**config.mk**
```make
export PLATFORM = sky130hd
export DESIGN_NAME = multicycle_alu
export DESIGN_NICKNAME = d
export VERILOG_FILES = /design/src/rtl/multicycle_alu.sv
export SDC_FILE = /design/constraint.sdc
export NUM_CORES = 1
export LEC_CHECK = 0
export CORE_AREA = 5 5 161 163
export DETAILED_ROUTE_END_ITERATION = 16
export DIE_AREA = 0 0 166 168
export PLACE_DENSITY = 0.78
export SLEW_MARGIN = 30
export SYNTH_ARGS = -nofsm -noshare
export SYNTH_HDL_FRONTEND = slang
export SYNTH_SLANG_ARGS = --single-unit
```
**constraint.sdc**
```tcl
create_clock -name clk -period 3.8 [get_ports clk]
set_clock_uncertainty 0.1 [all_clocks]
set_input_delay 0.57 -clock clk [delete_from_list [all_inputs] [get_ports clk]]
set_output_delay 0.57 -clock clk [all_outputs]
set_load 0.005 [all_outputs]
```
**src/rtl/multicycle_alu.sv**
```systemverilog
// Clocked ALU arithmetic path: single-cycle ADC/SUB, iterative shift-add MUL/MUH
// and restoring DIV/MOD on signed operands, behind a start/busy/done handshake.
package instruction_set_pkg;
  typedef enum logic [2:0] {
    OP_ADC, OP_SUB, OP_MUL, OP_MUH, OP_DIV, OP_MOD, OP_AND, OP_NOP
  } operation_e;

  typedef struct packed {
    logic irq_enable;
    logic overflow;
    logic parity;
    logic negative;
    logic zero;
    logic carry;
  } flags_t;
endpackage

module multicycle_alu
  import instruction_set_pkg::*;
#(
  parameter int data_width = 16
) (
  input  logic                  clk,
  input  logic                  rst_n,
  input  logic                  start,
  input  operation_e            operation,
  input  flags_t                in_flags,
  input  logic [data_width-1:0] in_src,
  input  logic [data_width-1:0] in_dest,
  output logic [data_width-1:0] out_dest,
  output flags_t                out_flags,
  output logic                  busy,
  output logic                  done,
  output logic [2:0]            state_dbg
);
  localparam int W  = data_width;
  localparam int CW = $clog2(data_width) + 1;
  localparam logic [W-1:0] MIN_VAL = {1'b1, {(W-1){1'b0}}};

  // Handshake: start is taken on a rising edge only while busy=0; done is a
  // one-cycle pulse and out_dest/out_flags hold until the next result lands.
  typedef enum logic [2:0] {S_IDLE, S_LOAD, S_ITER, S_FIX, S_DONE} state_e;

  state_e           state, state_nxt;
  operation_e       op_q;
  flags_t           flags_q;
  logic             multi, sa, sb;
  logic [W-1:0]     dest_q, b_mag, mplier, rem, quo;
  logic [2*W-1:0]   mcand_sh, prod;
  logic [CW-1:0]    cnt;
  logic             accept, is_multi_op, last_step;

  function automatic logic [W-1:0] mag(input logic [W-1:0] x);
    return x[W-1] ? (~x + W'(1)) : x;
  endfunction

  assign is_multi_op = operation inside {OP_MUL, OP_MUH, OP_DIV, OP_MOD};
  assign accept      = start && (state == S_IDLE || (state == S_DONE && !multi));
  assign last_step   = (cnt == CW'(W - 1));
  assign busy        = (state != S_IDLE) && !(state == S_DONE && !multi);
  assign done        = (state == S_DONE);
  assign state_dbg   = state;

  always_ff @(posedge clk or negedge rst_n) begin
    if (!rst_n) state <= S_IDLE;
    else        state <= state_nxt;
  end

  // The first engine step runs in LOAD, so LOAD plus ITER covers W steps.
  always_comb begin
    state_nxt = state;
    case (state)
      S_IDLE, S_DONE: state_nxt = accept ? (is_multi_op ? S_LOAD : S_DONE) : S_IDLE;
      S_LOAD:         state_nxt = S_ITER;
      S_ITER:         if (last_step) state_nxt = S_FIX;
      S_FIX:          state_nxt = S_DONE;
      default:        state_nxt = S_IDLE;
    endcase
  end

  logic [W:0]   sum_w, diff_w;
  logic [W-1:0] quick_res;
  flags_t       quick_flags;

  always_comb begin
    sum_w       = {1'b0, in_src} + {1'b0, in_dest} + {{W{1'b0}}, in_flags.carry};
    diff_w      = {1'b0, in_dest} - {1'b0, in_src} - {{W{1'b0}}, in_flags.carry};
    quick_res   = '0;
    quick_flags = in_flags;
    case (operation)
      OP_ADC: begin
        quick_res            = sum_w[W-1:0];
        quick_flags.carry    = sum_w[W];
        quick_flags.overflow = (in_src[W-1] == in_dest[W-1]) && (sum_w[W-1] != in_dest[W-1]);
      end
      OP_SUB: begin
        quick_res            = diff_w[W-1:0];
        quick_flags.carry    = diff_w[W];
        quick_flags.overflow = (in_src[W-1] != in_dest[W-1]) && (diff_w[W-1] != in_dest[W-1]);
      end
      default: ;
    endcase
    if (operation == OP_ADC || operation == OP_SUB) begin
      quick_flags.zero     = (quick_res == '0);
      quick_flags.negative = quick_res[W-1];
      quick_flags.parity   = ~^quick_res;
    end
  end

  logic [W:0]     rem_t;
  logic [W-1:0]   rem_sub;
  logic           rem_ge;

  always_comb begin
    rem_t   = {rem, quo[W-1]};
    rem_ge  = (rem_t >= {1'b0, b_mag});
    rem_sub = rem_t[W-1:0] - b_mag;
  end

  logic [2*W-1:0] prod_s;
  logic [W-1:0]   quo_s, rem_s, fix_res;
  logic           fix_v, div0, div_ovf;
  flags_t         fix_flags;

  always_comb begin
    prod_s  = (sa ^ sb) ? -prod : prod;
    quo_s   = (sa ^ sb) ? -quo : quo;
    rem_s   = sa ? -rem : rem;
    div0    = (b_mag == '0);
    div_ovf = (dest_q == MIN_VAL) && sb && (b_mag == W'(1));
    fix_res = '0;
    fix_v   = 1'b0;
    case (op_q)
      OP_MUL: begin
        fix_res = prod_s[W-1:0];
        fix_v   = (prod_s[2*W-1:W] != {W{prod_s[W-1]}});
      end
      OP_MUH: fix_res = prod_s[2*W-1:W];
      OP_DIV: begin
        fix_res = div0 ? {W{1'b1}} : quo_s;
        fix_v   = div0 || div_ovf;
      end
      OP_MOD: begin
        fix_res = div0 ? dest_q : rem_s;
        fix_v   = div0;
      end
      default: ;
    endcase
    fix_flags          = flags_q;
    fix_flags.overflow = fix_v;
    fix_flags.zero     = (fix_res == '0);
    fix_flags.negative = fix_res[W-1];
    fix_flags.parity   = ~^fix_res;
  end

  always_ff @(posedge clk or negedge rst_n) begin
    if (!rst_n) begin
      op_q      <= OP_ADC;
      flags_q   <= '0;
      multi     <= 1'b0;
      sa        <= 1'b0;
      sb        <= 1'b0;
      dest_q    <= '0;
      b_mag     <= '0;
      mplier    <= '0;
      mcand_sh  <= '0;
      prod      <= '0;
      rem       <= '0;
      quo       <= '0;
      cnt       <= '0;
      out_dest  <= '0;
      out_flags <= '0;
    end else begin
      if (accept) begin
        op_q     <= operation;
        flags_q  <= in_flags;
        multi    <= is_multi_op;
        sa       <= in_dest[W-1];
        sb       <= in_src[W-1];
        dest_q   <= in_dest;
        b_mag    <= mag(in_src);
        mplier   <= mag(in_src);
        mcand_sh <= {{W{1'b0}}, mag(in_dest)};
        prod     <= '0;
        rem      <= '0;
        quo      <= mag(in_dest);
        cnt      <= '0;
        if (!is_multi_op) begin
          out_dest  <= quick_res;
          out_flags <= quick_flags;
        end
      end
      // Both engines step together on unsigned magnitudes; FIX picks the result.
      if (state == S_LOAD || state == S_ITER) begin
        if (mplier[0]) prod <= prod + mcand_sh;
        mcand_sh <= mcand_sh << 1;
        mplier   <= mplier >> 1;
        rem      <= rem_ge ? rem_sub : rem_t[W-1:0];
        quo      <= {quo[W-2:0], rem_ge};
        cnt      <= cnt + CW'(1);
      end
      if (state == S_FIX) begin
        out_dest  <= fix_res;
        out_flags <= fix_flags;
      end
    end
  end
endmodule

```
* Yosys cells after proc, flatten, opt, wreduce, memory -nomap -nowiden
Index checks and enable logic that the tools add are counted.
Cells by class: $add $sub $neg 12, order comparisons 1, equal/unequal tests 23, mux-type cells 37, bitwise operators 3, reduce and logical (&&, ||, !) cells 26
Operators with widths (count):
- $mux 16 | 16
- $mux 32 | 6
- $pmux 16 s4 | 1
- $logic_not 16->1 | 3
- $add 16x1->16 const B | 2
- $add 32x32->32 | 1
- $neg 16->16 | 2
- $neg 32->32 | 1
- $not 16->16 | 2
- $pmux 16 s2 | 1
- $reduce_xnor 16->1 | 2
- $eq 3x2->1 const B | 6
- $mux 6 | 3
- $add 16x16->17 | 1
- $add 17x1->17 | 1
- $ge 17x16->1 | 1
- $sub 16x16->17 | 1
- $sub 17x1->17 | 1
- $eq 16x1->1 const B | 1
- $eq 16x16->1 const B | 1
- $ne 16x16->1 | 1
- $sub 16x16->16 | 1
- $eq 3x3->1 const B | 5
- $mux 3 | 4
- other kinds (21) | 38
Word-level totals: register bits 182, input bits 44, output and inout bits 27, logic and storage cells 124

* Longest topological paths before layout
word-level depth 8, depth in mapped cells 21, depth with buffers taken out 21

* Worst setup path after synthesis
No wires, ideal clock.
path type input to register, start input in_flags[0] in the netlist's numbering, end register out_flags[3] in the netlist's numbering, setup time 0.136 ns, arrival 3.806 ns, data required time 3.564 ns, setup slack -0.242 ns, stages 20, buffers on the path 0, path through fa_1 > inv_1 > fa_1 > o21bai_1 > a21o_1 > a221oi_1 > a211oi_1 > a31oi_1 > a211oi_1 > nor2_1 > xnor2_1 > o21ai_0 > nand2_1 > ha_1 > xnor2_1 > xnor2_1 > xnor2_1 > o211ai_1 > o211ai_1 > o21ai_0
Between the ends: longest elaborated chain between the ends 7, elaborated cells between the ends (all ways) 8, those cells by class add/sub: 2; mux: 5; reduce/logical: 1
RTL lines:
- start: declaration | RTL line 27 | input flags_t in_flags,
- $sub 17x1->17 or $add 17x1->17 (tied branches) | RTL line 87, 86
- $pmux 16 s2 * | RTL line 90 | case (operation)
- $reduce_xnor 16->1 * | RTL line 106 | quick_flags.parity = ~^quick_res;
- $mux 3 * | RTL line 103 | if (operation == OP_ADC || operation == OP_SUB) begin
- $mux 6 * | RTL line 188 | if (!is_multi_op) begin
- $mux 6 * | RTL line 174 | if (accept) begin
- $mux 6 * | RTL line 202 | if (state == S_FIX) begin
- end signal: assignment | RTL line 190 | out_flags <= quick_flags;
- end signal: assignment | RTL line 204 | out_flags <= fix_flags;
- end: declaration | RTL line 31 | output flags_t out_flags,
Mark *: on every way between the ends. The rest lies on a longest branch, timed or not. The select of a mux whose other input is x is not followed. A chain may end at the register's enable or synchronous reset.

* Worst setup path after layout
Same ends and word-level chain as after synthesis.

==> results.yml <==
final_layout:
  final_nets: 2081
  final-instance-count-excl-fill: 2254
  fill_cells: 1755
  layout-drive-gt1-share: 0.175
  utilization: 0.736
  syn2layout_area_growth_pct: 24.6
  final_cell_mix: "buf_4, dfrtp_1, nand2_1"
  mostFrequentLayoutCell: "buf_4"
sta:
  slew_headroom: 0.472
  setup_viol: 1
  rsz0062_at_grt: "yes"
  period_minus_slack_ps: 4040
  fmax_mhz: 247
  slew_violations: 0
  final_hold_viol_count: 0
  holdWs_ps: 92.8
  setup_ws_ps: -241
  worstMarginPinSlew_ps: 785
  fin_crit_sh: 1.06
floorplanning:
  dieArea_mm2: 0.0279
  core_area_mm2: 0.0242
  die_y_um: 168
  fp-row-count: 57
  initial_core_util: 0.591
  pin_count: 71
  die_w_um: 166
clocking:
  cts_buffer_depth: 2
  h-tree-depth: 4
  ctsHoldBuffers: 0
  cts_tree: "built"
  clock_sinks: 181
  root_buffer: "clkbuf_16"
  path_clk_slew_ps: 80
  clk_latency_ps: 430
  cts-buffers-inserted: 17
grt:
  grt_remaining_overflow: 0
  grt_first_pass_wirelength_um: 73200
  grt_pass1_vias: 13900
  grt_max_degree: 90
  grt_use_total: 0.322
  antenna_found_initial: 0
critical_path:
  critPathCaptureType: "flip-flop"
  worstPathRequired_ps: 4050
  crit_type: "input port to flip-flop"
  crit_arrival_ps: 4290
  ff2ff_setup_slack_ps: -70
  cp-start-kind: "input port"
  critPathMaxFanout: 2
routing:
  first_pass_iters: 6
  via_count: 14200
  drt_wl_total_um: 46200
  post-route-drc-count: 0
  viasPerCell: 6.28
  drtAntennaViolNets: 0
  drt_iter0_markers: 1539
  wl_per_cell_um: 20.5
placed_design:
  portBuffers: 70
  post-place-cells: 2198
  pre_cts_ws_ps: -975
  dp_hpwl_um: 35100
  place_congestion: 1.03
status:
  status: "finished, violations left"
  failed_checks: "setup timing"
power:
  cellPowerDensity_mw_per_mm2: 813
  ir_drop_mv: 0.535
  p_leak_uw: 0.00818
logic_synthesis:
  synth-edff-count: 0
  synth_cells: 1689
  syn_nets: 1854
  syn_avg_cell_area_um2: 8.45
  async_flop_share: 1.00
  synth.distinct_cells: 72
  synth_seq_cells: 181
  synth_flop_cell: "dfrtp_1"
  synth-seq-area-share: 0.317
  ys_warn_count: 0
  synthesis.area_mm2: 0.0143
worst_hold_path:
  hold_class: "input port to async pin"
job:
  max_cap_violations: 0
-- Yosys cell counts (all sizes together), types with 9 or more instances --
| master | number | area share |
|---|---|---|
| a211oi | 21 | 0.011 |
| clkbuf | 69 | 0.018 |
| or3 | 15 | 0.0073 |
| nand3 | 59 | 0.021 |
| nand4 | 19 | 0.0083 |
| a221o | 43 | 0.030 |
| o21ai | 152 | 0.053 |
| buf | 13 | 0.0034 |
| o21a | 9 | 0.0047 |
| o41ai | 13 | 0.0080 |
| o221ai | 20 | 0.013 |
| nand2 | 159 | 0.042 |
| xor2 | 65 | 0.040 |
| dfrtp | 181 | 0.32 |
| a21o | 34 | 0.018 |
| nor4 | 21 | 0.010 |
| nand2b | 15 | 0.0066 |
| a21oi | 104 | 0.036 |
| xnor2 | 97 | 0.060 |
| and3 | 10 | 0.0044 |
| inv | 99 | 0.026 |
| nor2b | 18 | 0.0079 |
| a22o | 17 | 0.010 |
| nor3 | 35 | 0.012 |
| o31ai | 15 | 0.0079 |
| a31oi | 16 | 0.0070 |
| mux2i | 20 | 0.014 |
| ha | 115 | 0.10 |
| o211ai | 17 | 0.0089 |
| nor2 | 119 | 0.031 |
-- layer usage --
layer  wire length (um)  vias up  part of all wire  global-route usage
li1                   -     6603                 -                   -
met1              18700     6806              0.40               0.412
met2              22600      613              0.49               0.557
met3               2850      131             0.062              0.0368
met4               2080        0             0.045               0.135
met5                  0        -                 0                   0
-- registers in the layout, summed over array words and instances (netlist names) --
register,flops
prod,32
multi,1
b_mag,16
rem,16
quo,16
mcand_sh,32
mplier,16
sa,1
out_dest,16
cnt,5
out_flags,6
sb,1
op_q,3
fix_flags,2
state_dbg,3
dest_q,15
-- worst max-delay path, cell delays in order --
cell,delay (ps)
buf_6,90
buf_6,100
fa_2,360
inv_2,80
fa_2,210
o21bai_1,90
a21o_1,230
a221oi_4,300
a211oi_2,130
a31oi_1,210
a211oi_1,120
nor2_1,260
xnor2_1,160
o21ai_2,190
nand2_2,90
ha_4,250
xnor2_4,150
xnor2_2,140
xnor2_1,130
o211ai_1,200
o211ai_1,140
o21ai_1,110
-- final cells by class --
| type | count | area, um^2 | share of cell area |
|---|---|---|---|
| Clock inverter | 15 | 186 | 0.0105 |
| Multi-Input combinational cell | 1327 | 9480 | 0.533 |
| Sequential cell | 181 | 4530 | 0.255 |
| Inverter | 99 | 372 | 0.0209 |
| Antenna cell | 1 | 2.50 | 0.000141 |
| Tap cell | 324 | 405 | 0.0228 |
| Timing Repair Buffer | 290 | 2390 | 0.134 |
| Clock buffer | 17 | 425 | 0.0239 |
-- power by group --
part           switching [uW]  internal [uW]
Combinational            5200           4020
Sequential                765           2650
Clock                     885            947
Total                    6850           7620
-- final timing paths --
kind	cells past startpoint	endpoint	from
worst max-delay path	22	out_flags[3]	in_flags[0]
worst min-delay path	1	prod[2]	rst_n
worst max register to register	13	out_flags[3]	prod[21]
worst min register to register	1	prod[31]	prod[31]
max in group asynchronous	2	mplier[1]	rst_n
min in group clk	1	prod[31]	prod[31]
-- timing repair --
item,CTS,global route
pin swaps,37,36
resized for setup,64,23
endpoints found under the setup margin,2,4
buffers inserted,12,12
-- kinds of logic (layout without fill, tap and decap cells) --
| family | count (synthesis) | in the layout | synth area share |
|---|---|---|---|
| muxes | 20 | 20 | 0.0140 |
| and+or+nand+nor | 507 | 507 | 0.170 |
| buffers and inverters | 181 | 421 | 0.0476 |
| AOI/OAI and AO/OA | 517 | 517 | 0.243 |
| DFF | 181 | 181 | 0.317 |
| adders and majority gates | 121 | 121 | 0.109 |
| xor gates and xnor gates | 162 | 162 | 0.0994 |
| other | 0 | 1 | 0 |
-- metrics by stage --
| stage | TNS (ps) | area [um^2] | power (uW) |
|---|---|---|---|
| detailed placement | -2810 | 16700 | 12200 |
| CTS | -31.4 | 17600 | 14200 |
| global route | -518 | 17800 | 15400 |
| global placement | -2140 | 16700 | 12000 |
| floorplan | -64.4 | 14300 | 9240 |
| finish | -241 | 17800 | 14500 |
Note: power is estimated with default switching activity, not from simulation.
